==> src/rtl/jk_pkg.sv <==
// Shared types and the JK next-state helper for the JK bank arbiter.
package jk_pkg;

  typedef enum logic [1:0] {
    OP_HOLD = 2'b00,
    OP_CLR  = 2'b01,
    OP_SET  = 2'b10,
    OP_TGL  = 2'b11
  } jk_op_t;

  typedef enum logic {
    ST_IDLE  = 1'b0,
    ST_BURST = 1'b1
  } jk_arb_state_t;

  function automatic logic jk_apply(jk_op_t op, logic b);
    case (op)
      OP_HOLD: return b;
      OP_CLR:  return 1'b0;
      OP_SET:  return 1'b1;
      default: return ~b;
    endcase
  endfunction

endpackage

==> src/rtl/jk_bank_arbiter_if.sv <==
// Requester-side command bundle for jk_bank_arbiter; master = requesters, slave = arbiter.
interface jk_bank_arbiter_if #(
  parameter int NREQ  = 4,
  parameter int WIDTH = 8
);
  localparam int IDXW = $clog2(WIDTH);

  logic [NREQ-1:0]      req_valid;
  logic [NREQ-1:0]      req_ready;
  logic [2*NREQ-1:0]    req_jk;
  logic [IDXW*NREQ-1:0] req_idx;
  logic [2*NREQ-1:0]    req_len;

  modport master (
    output req_valid, req_jk, req_idx, req_len,
    input  req_ready
  );

  modport slave (
    input  req_valid, req_jk, req_idx, req_len,
    output req_ready
  );
endinterface

==> src/rtl/jk_rr_arbiter.sv <==
// Combinational round-robin pick with next-pointer; JK_ARB_PRIO0_EN gives requester 0 absolute priority.
module jk_rr_arbiter
  import jk_pkg::*;
#(
  parameter int NREQ = 4,
  parameter int PW   = $clog2(NREQ)
) (
  input  logic [NREQ-1:0] valid,
  input  logic [PW-1:0]   ptr,
  output logic [NREQ-1:0] onehot,
  output logic [PW-1:0]   win,
  output logic            any,
  output logic [PW-1:0]   ptr_next
);

  int unsigned cand;

  always_comb begin
    onehot   = '0;
    win      = '0;
    any      = 1'b0;
    ptr_next = ptr;
    cand     = 0;
`ifdef JK_ARB_PRIO0_EN
    // Requester 0 pre-empts; the pointer only ever walks 1..NREQ-1.
    if (valid[0]) begin
      onehot[0] = 1'b1;
      any       = 1'b1;
    end
    for (int unsigned i = 0; i < NREQ; i++) begin
      cand = (32'(ptr) + i) % NREQ;
      if (!any && cand != 0 && valid[cand]) begin
        onehot[cand] = 1'b1;
        win          = PW'(cand);
        any          = 1'b1;
        ptr_next     = (cand == NREQ - 1) ? PW'(1) : PW'(cand + 1);
      end
    end
`else
    for (int unsigned i = 0; i < NREQ; i++) begin
      cand = (32'(ptr) + i) % NREQ;
      if (!any && valid[cand]) begin
        onehot[cand] = 1'b1;
        win          = PW'(cand);
        any          = 1'b1;
        ptr_next     = (cand == NREQ - 1) ? '0 : PW'(cand + 1);
      end
    end
`endif
  end

endmodule

==> src/rtl/jk_bank_arbiter.sv <==
// Round-robin arbiter owning a bank of JK bits; applies 1-4 cycle command bursts.
// Optional build macro: JK_ARB_PRIO0_EN (requester 0 absolute priority, handled in jk_rr_arbiter).
module jk_bank_arbiter
  import jk_pkg::*;
#(
  parameter int NREQ  = 4,
  parameter int WIDTH = 8
) (
  input  logic              clk,
  input  logic              rst,
  jk_bank_arbiter_if.slave  bus,
  output logic [WIDTH-1:0]  q,
  output logic [NREQ-1:0]   grant,
  output logic              idx_err
);

  localparam int IDXW = $clog2(WIDTH);
  localparam int PW   = $clog2(NREQ);

  jk_arb_state_t    state_q, state_d;
  jk_op_t           op_q, op_d, in_op;
  logic [IDXW-1:0]  idx_q, idx_d, in_idx;
  logic [1:0]       rem_q, rem_d, in_len;
  logic [NREQ-1:0]  grant_q, grant_d;
  logic [PW-1:0]    rr_q, rr_d;
  logic [WIDTH-1:0] q_q, q_d;
  logic             err_q, err_d;
  logic [NREQ-1:0]  ready;
  logic             xfer;

  logic [NREQ-1:0]  win_oh;
  logic [PW-1:0]    win_idx, win_ptr_next;
  logic             win_any;

  jk_rr_arbiter #(
    .NREQ (NREQ),
    .PW   (PW)
  ) u_arb (
    .valid    (bus.req_valid),
    .ptr      (rr_q),
    .onehot   (win_oh),
    .win      (win_idx),
    .any      (win_any),
    .ptr_next (win_ptr_next)
  );

  assign ready         = (state_q == ST_IDLE && !rst) ? win_oh : '0;
  assign xfer          = win_any && (|(bus.req_valid & ready));
  assign in_op         = jk_op_t'(bus.req_jk[2*int'(win_idx) +: 2]);
  assign in_idx        = bus.req_idx[IDXW*int'(win_idx) +: IDXW];
  assign in_len        = bus.req_len[2*int'(win_idx) +: 2];
  assign bus.req_ready = ready;
  assign q             = q_q;
  assign grant         = grant_q;
  assign idx_err       = err_q;

  always_comb begin
    state_d = state_q;
    op_d    = op_q;
    idx_d   = idx_q;
    rem_d   = rem_q;
    grant_d = grant_q;
    rr_d    = rr_q;
    q_d     = q_q;
    err_d   = 1'b0;
    case (state_q)
      ST_IDLE: begin
        grant_d = '0;
        if (xfer) begin
          op_d    = in_op;
          idx_d   = in_idx;
          rem_d   = in_len;
          grant_d = win_oh;
          rr_d    = win_ptr_next;
          if (int'(in_idx) < WIDTH) q_d[in_idx] = jk_apply(in_op, q_q[in_idx]);
          else                      err_d = 1'b1;
          if (in_len != 2'd0) state_d = ST_BURST;
        end
      end
      ST_BURST: begin
        // rem_q holds edges still to apply after the transfer edge.
        if (int'(idx_q) < WIDTH) q_d[idx_q] = jk_apply(op_q, q_q[idx_q]);
        if (rem_q == 2'd1) begin
          state_d = ST_IDLE;
          grant_d = '0;
        end else begin
          rem_d = rem_q - 2'd1;
        end
      end
      default: state_d = ST_IDLE;
    endcase
  end

  always_ff @(posedge clk) begin
    if (rst) begin
      state_q <= ST_IDLE;
      op_q    <= OP_HOLD;
      idx_q   <= '0;
      rem_q   <= '0;
      grant_q <= '0;
      rr_q    <= '0;
      q_q     <= '0;
      err_q   <= 1'b0;
    end else begin
      state_q <= state_d;
      op_q    <= op_d;
      idx_q   <= idx_d;
      rem_q   <= rem_d;
      grant_q <= grant_d;
      rr_q    <= rr_d;
      q_q     <= q_d;
      err_q   <= err_d;
    end
  end

endmodule

==> src/flat_wrapper.sv <==
// flat-port wrapper written by rule: the top's interface ports become plain ports
module jk_bank_arbiter_flat import jk_pkg::*;
#(
  parameter int NREQ  = 4,
  parameter int WIDTH = 8
)
  (clk, rst, q, grant, idx_err, bus_req_valid, bus_req_jk, bus_req_idx, bus_req_len, bus_req_ready);
  jk_bank_arbiter_if #(.NREQ(NREQ), .WIDTH(WIDTH)) bus_i ();
  input  logic clk;
  input  logic rst;
  output logic [WIDTH-1:0] q;
  output logic [NREQ-1:0] grant;
  output logic idx_err;
  input wire logic [$bits(bus_i.req_valid)-1:0] bus_req_valid;
  input wire logic [$bits(bus_i.req_jk)-1:0] bus_req_jk;
  input wire logic [$bits(bus_i.req_idx)-1:0] bus_req_idx;
  input wire logic [$bits(bus_i.req_len)-1:0] bus_req_len;
  output wire logic [$bits(bus_i.req_ready)-1:0] bus_req_ready;
  assign bus_i.req_valid = bus_req_valid;
  assign bus_i.req_jk = bus_req_jk;
  assign bus_i.req_idx = bus_req_idx;
  assign bus_i.req_len = bus_req_len;
  assign bus_req_ready = bus_i.req_ready;
  jk_bank_arbiter #(.NREQ(NREQ), .WIDTH(WIDTH)) u_core (.clk(clk), .rst(rst), .bus(bus_i), .q(q), .grant(grant), .idx_err(idx_err));
endmodule
==> config.mk <==
export PLATFORM = sky130hd
export DESIGN_NAME = jk_bank_arbiter_flat
export DESIGN_NICKNAME = d
export VERILOG_FILES = /design/src/rtl/jk_pkg.sv /design/src/rtl/jk_bank_arbiter_if.sv /design/src/rtl/jk_rr_arbiter.sv /design/src/rtl/jk_bank_arbiter.sv /design/src/flat_wrapper.sv
export SDC_FILE = /design/constraint.sdc
export NUM_CORES = 1
export LEC_CHECK = 0
export ABC_AREA = 1
export CELL_PAD_IN_SITES_DETAIL_PLACEMENT = 0
export CELL_PAD_IN_SITES_GLOBAL_PLACEMENT = 1
export CORE_MARGIN = 3
export CORE_UTILIZATION = 34
export DETAILED_ROUTE_END_ITERATION = 10
export PLACE_DENSITY_LB_ADDON = 0.1
export SYNTH_ARGS = -nofsm -noshare
export SYNTH_HDL_FRONTEND = slang
export SYNTH_SLANG_ARGS = --single-unit
==> constraint.sdc <==
create_clock -name clk -period 3.1 [get_ports clk]
set_clock_uncertainty 0.05 [all_clocks]
set_input_delay 0.62 -clock clk [delete_from_list [all_inputs] [get_ports clk]]
set_output_delay 0.62 -clock clk [all_outputs]
set_load 0.02 [all_outputs]
==> out/metrics.csv <==
metric;value;unit
outcome;finished, final reports clean;
area_growth;45.83;%
ys_ff_latch;22;
core_area;6026;µm²
fin_crit;2840;ps
synth_top_area_share;20.52;%
crit_path_end_kind;output pin;
multi_input_area;1473;µm²
synth.most_common_cell;nand2_1;
io_pins;51;
finalMaxSlewViolations;0;
htree_num_levels;1;
grt_util_all_layers;18.24;%
synth.largest_area_cell;dfxtp_1;
max_clock_freq;352.2;MHz
max_stage_delay;350;ps
hold_path.startpoint;u_core.grant[2];
drc;0;
dp_cells;528;
powerDensity;1113;nW/µm²
relSlewSlack;46.40;%
setup.worst_path.class;reg2out;
drt-total-wl;6.332;mm
ys_warn_count;0;
rsz0062_at_grt;no;
clock_latency;260;ps
root_buffer;clkbuf_8;
cts_tree;built;
start_util;35.61;%
cp_top_family;simple AND/OR/NAND/NOR gates;
die_w;85.45;µm
synth_edf_count;0;
fin_hold_ws;422.1;ps
maxCapViolations;0;
min_path_type;reg2reg;
hold_viol_final;0;
die_area;7301;µm²
yosys-top-cells-area;dfxtp_1 (21%), nand2_1 (20%), inv_1 (9.3%);
power;0.003484;W
grt_start_max_net_pins;23;
path_max_fanout;4;
finalNetCount;498;
io_buffers;49;
detail-route-antenna-nets;0;
cts_made_buffers;3;
drive_gt1_share;18.82;%
min_period_over_period;91.60;%
max_slew.worst_pin.slew;804.0;ps
num_rows;28;
stdcell_area;3129;µm²
syn_nets;408;
arrival;2170;ps
drt_iter0_markers;120;
postSynthAreaPerCell;5.831;µm²
dp_hpwl;5.034;mm
grt_pass1_wl;11.14;mm
crit_slowest_cell;dfxtp_1;
netlist_instances;368;
synth_cell_types;38;
crit_required;2430;ps
fp.dieH;85.45;µm
seq_area;440.4;µm²
grt_pass1_vias;2433;
startpoint;u_core.rr_q[0];
worstPathBufferInverterCount;4;
synth.cell_area;2146;µm²
crit_top_cell;inv_2;
cp_cell_sequence;inv_2, ha_4, inv_1, nand3_1, nand2_2, inv_2, nor2_8, nand2_1, nor2_2, nor2_1, o21ai_1, and2_1, clkdlybuf4s15_2;
final_core_util;51.93;%
ys_seq_area_share;20.52;%
overflow;0;
finalSetupViolCount;0;
cts_setup_buffers;0;
timing.rr.start;u_core.rr_q[1];
post_drt_wl_per_cell;11.90;µm
synthFlopType;dfxtp_1;
start_kind;register;
p_leak;1.563;nW
avgViaCountPerCell;4.609;
synthArstFlopShare;0;%
clkTransAtPathRegs;80;ps
place_area;3022;µm²
vias;2452;
peakVddDrop;0.4231;mV
routabilityCongestion;0.8506;
clock_sink_count;22;
fill_cells;615;
antenna_found_initial;0;
synth_top_cells_by_count;nand2_1 (116), inv_1 (53), nand3_1 (30), nor2_1 (30), a21oi_1 (28);
num_antenna_cells;0;
instances_no_fill;532;
drt-pass1-iter-count;4;
clockBufferDepth;2;
==> layout make-up <==
class | count | share of cell area (%)
inverters | 59 | 7.077
clock buffers | 3 | 1.319
flip-flops and latches | 22 | 14.07
repair buffers | 93 | 26.51
multi-input cells | 279 | 47.06
well taps | 75 | 2.999
clock inverters | 1 | 0.9596
==> cell usage in the layout, fill, tap and decap left out, types with 2 or more instances in the layout <==
master and instances:
nand2_1 116, inv_1 53, buf_4 43, clkdlybuf4s50_1 41, nand3_1 30, nor2_1 29
a21oi_1 28, dfxtp_1 22, o21ai_0 14, nand2_2 7, inv_2 5, nand3_2 5
o21ai_1 5, ha_1 5, nor3_1 4, a31oi_1 4, nand2_4 4, o22ai_1 4
dlymetal6s2s_1 4, clkbuf_8 3, clkbuf_2 3, nor2_8 2, nor2_2 2, nand4_1 2
nand3_4 2, mux2_2 2, nor3b_1 2
==> kinds of logic after synthesis <==
| family | Yosys count | synth area share (%) |
|---|---|---|
| simple gates | 208 | 45.83 |
| fa+ha+maj | 6 | 3.498 |
| other cells | 1 | 0.1748 |
| flops | 22 | 20.52 |
| mux | 2 | 1.049 |
| xor+xnor | 1 | 0.4082 |
| compound gates | 61 | 15.80 |
| buf+inv | 67 | 12.71 |
==> metal layers <==
layer	track usage (%)	routed length [µm]	share of wire [%]
met3	2.233	387	6.1
met2	29.10	2647	42
met1	26.57	3267	52
met5	0	0	0
met4	3.022	29	0.46
==> report_power, final <==
part	internal, W	leakage (nW)	switching (W)
clock network	0.000172	0.0357	0.0000994
logic	0.00119	1.35	0.00159
registers	0.000360	0.179	0.0000646
==> registers in the layout (all words and copies together), names as in the netlist <==
name and count:
u_core.idx_q 3, u_core.q 8, u_core.op_q 2, u_core.state_q 1, u_core.rem_q 2, u_core.rr_q 2, u_core.grant 4
==> worst register-to-register path, stage by stage, from the launching register on <==
cell     delay [ps]
dfxtp_1         340
inv_1            80
ha_4            280
inv_1            70
nand3_1         100
nand2_2          80
nor2_2          120
buf_4           130
nand2_1          60
nand2_1          80
nand2_2          90
buf_4           170
nand3_1          70
nand2_1          60
o21ai_2         220
inv_2            70
buf_4           150
nand2_1          90
nor2_1           50
nand2_1          80
nand2_1          50
nand2_1          70
nand2_1          50
a21oi_1         140
==> path summary, 6_finish.rpt <==
kind	cells after the start	to	slack [ps]
setup / recovery	13	bus_req_ready[3]	260
setup reg to reg	23	u_core.q[2]	320
hold / removal	2	u_core.grant[2]	420
hold reg to reg	2	u_core.grant[2]	420
==> through the flow <==
step | setup WS (ps) | TNS (ps)
final | 260.4 | 0
after global routing | 35.58 | 0
after CTS | 2.016 | 0
after detailed placement | -304.1 | -2418
after global placement | -271.2 | -2194
after floorplan | 290.1 | 0
==> what timing repair did <==
item                                   CTS  global route
hold buffers                             0             0
resized for setup                        9            13
setup endpoints to repair                4            14
pin swaps                                0             2
endpoints found under the hold margin    0             0
No activity file was read; power rests on OpenSTA's default activity.
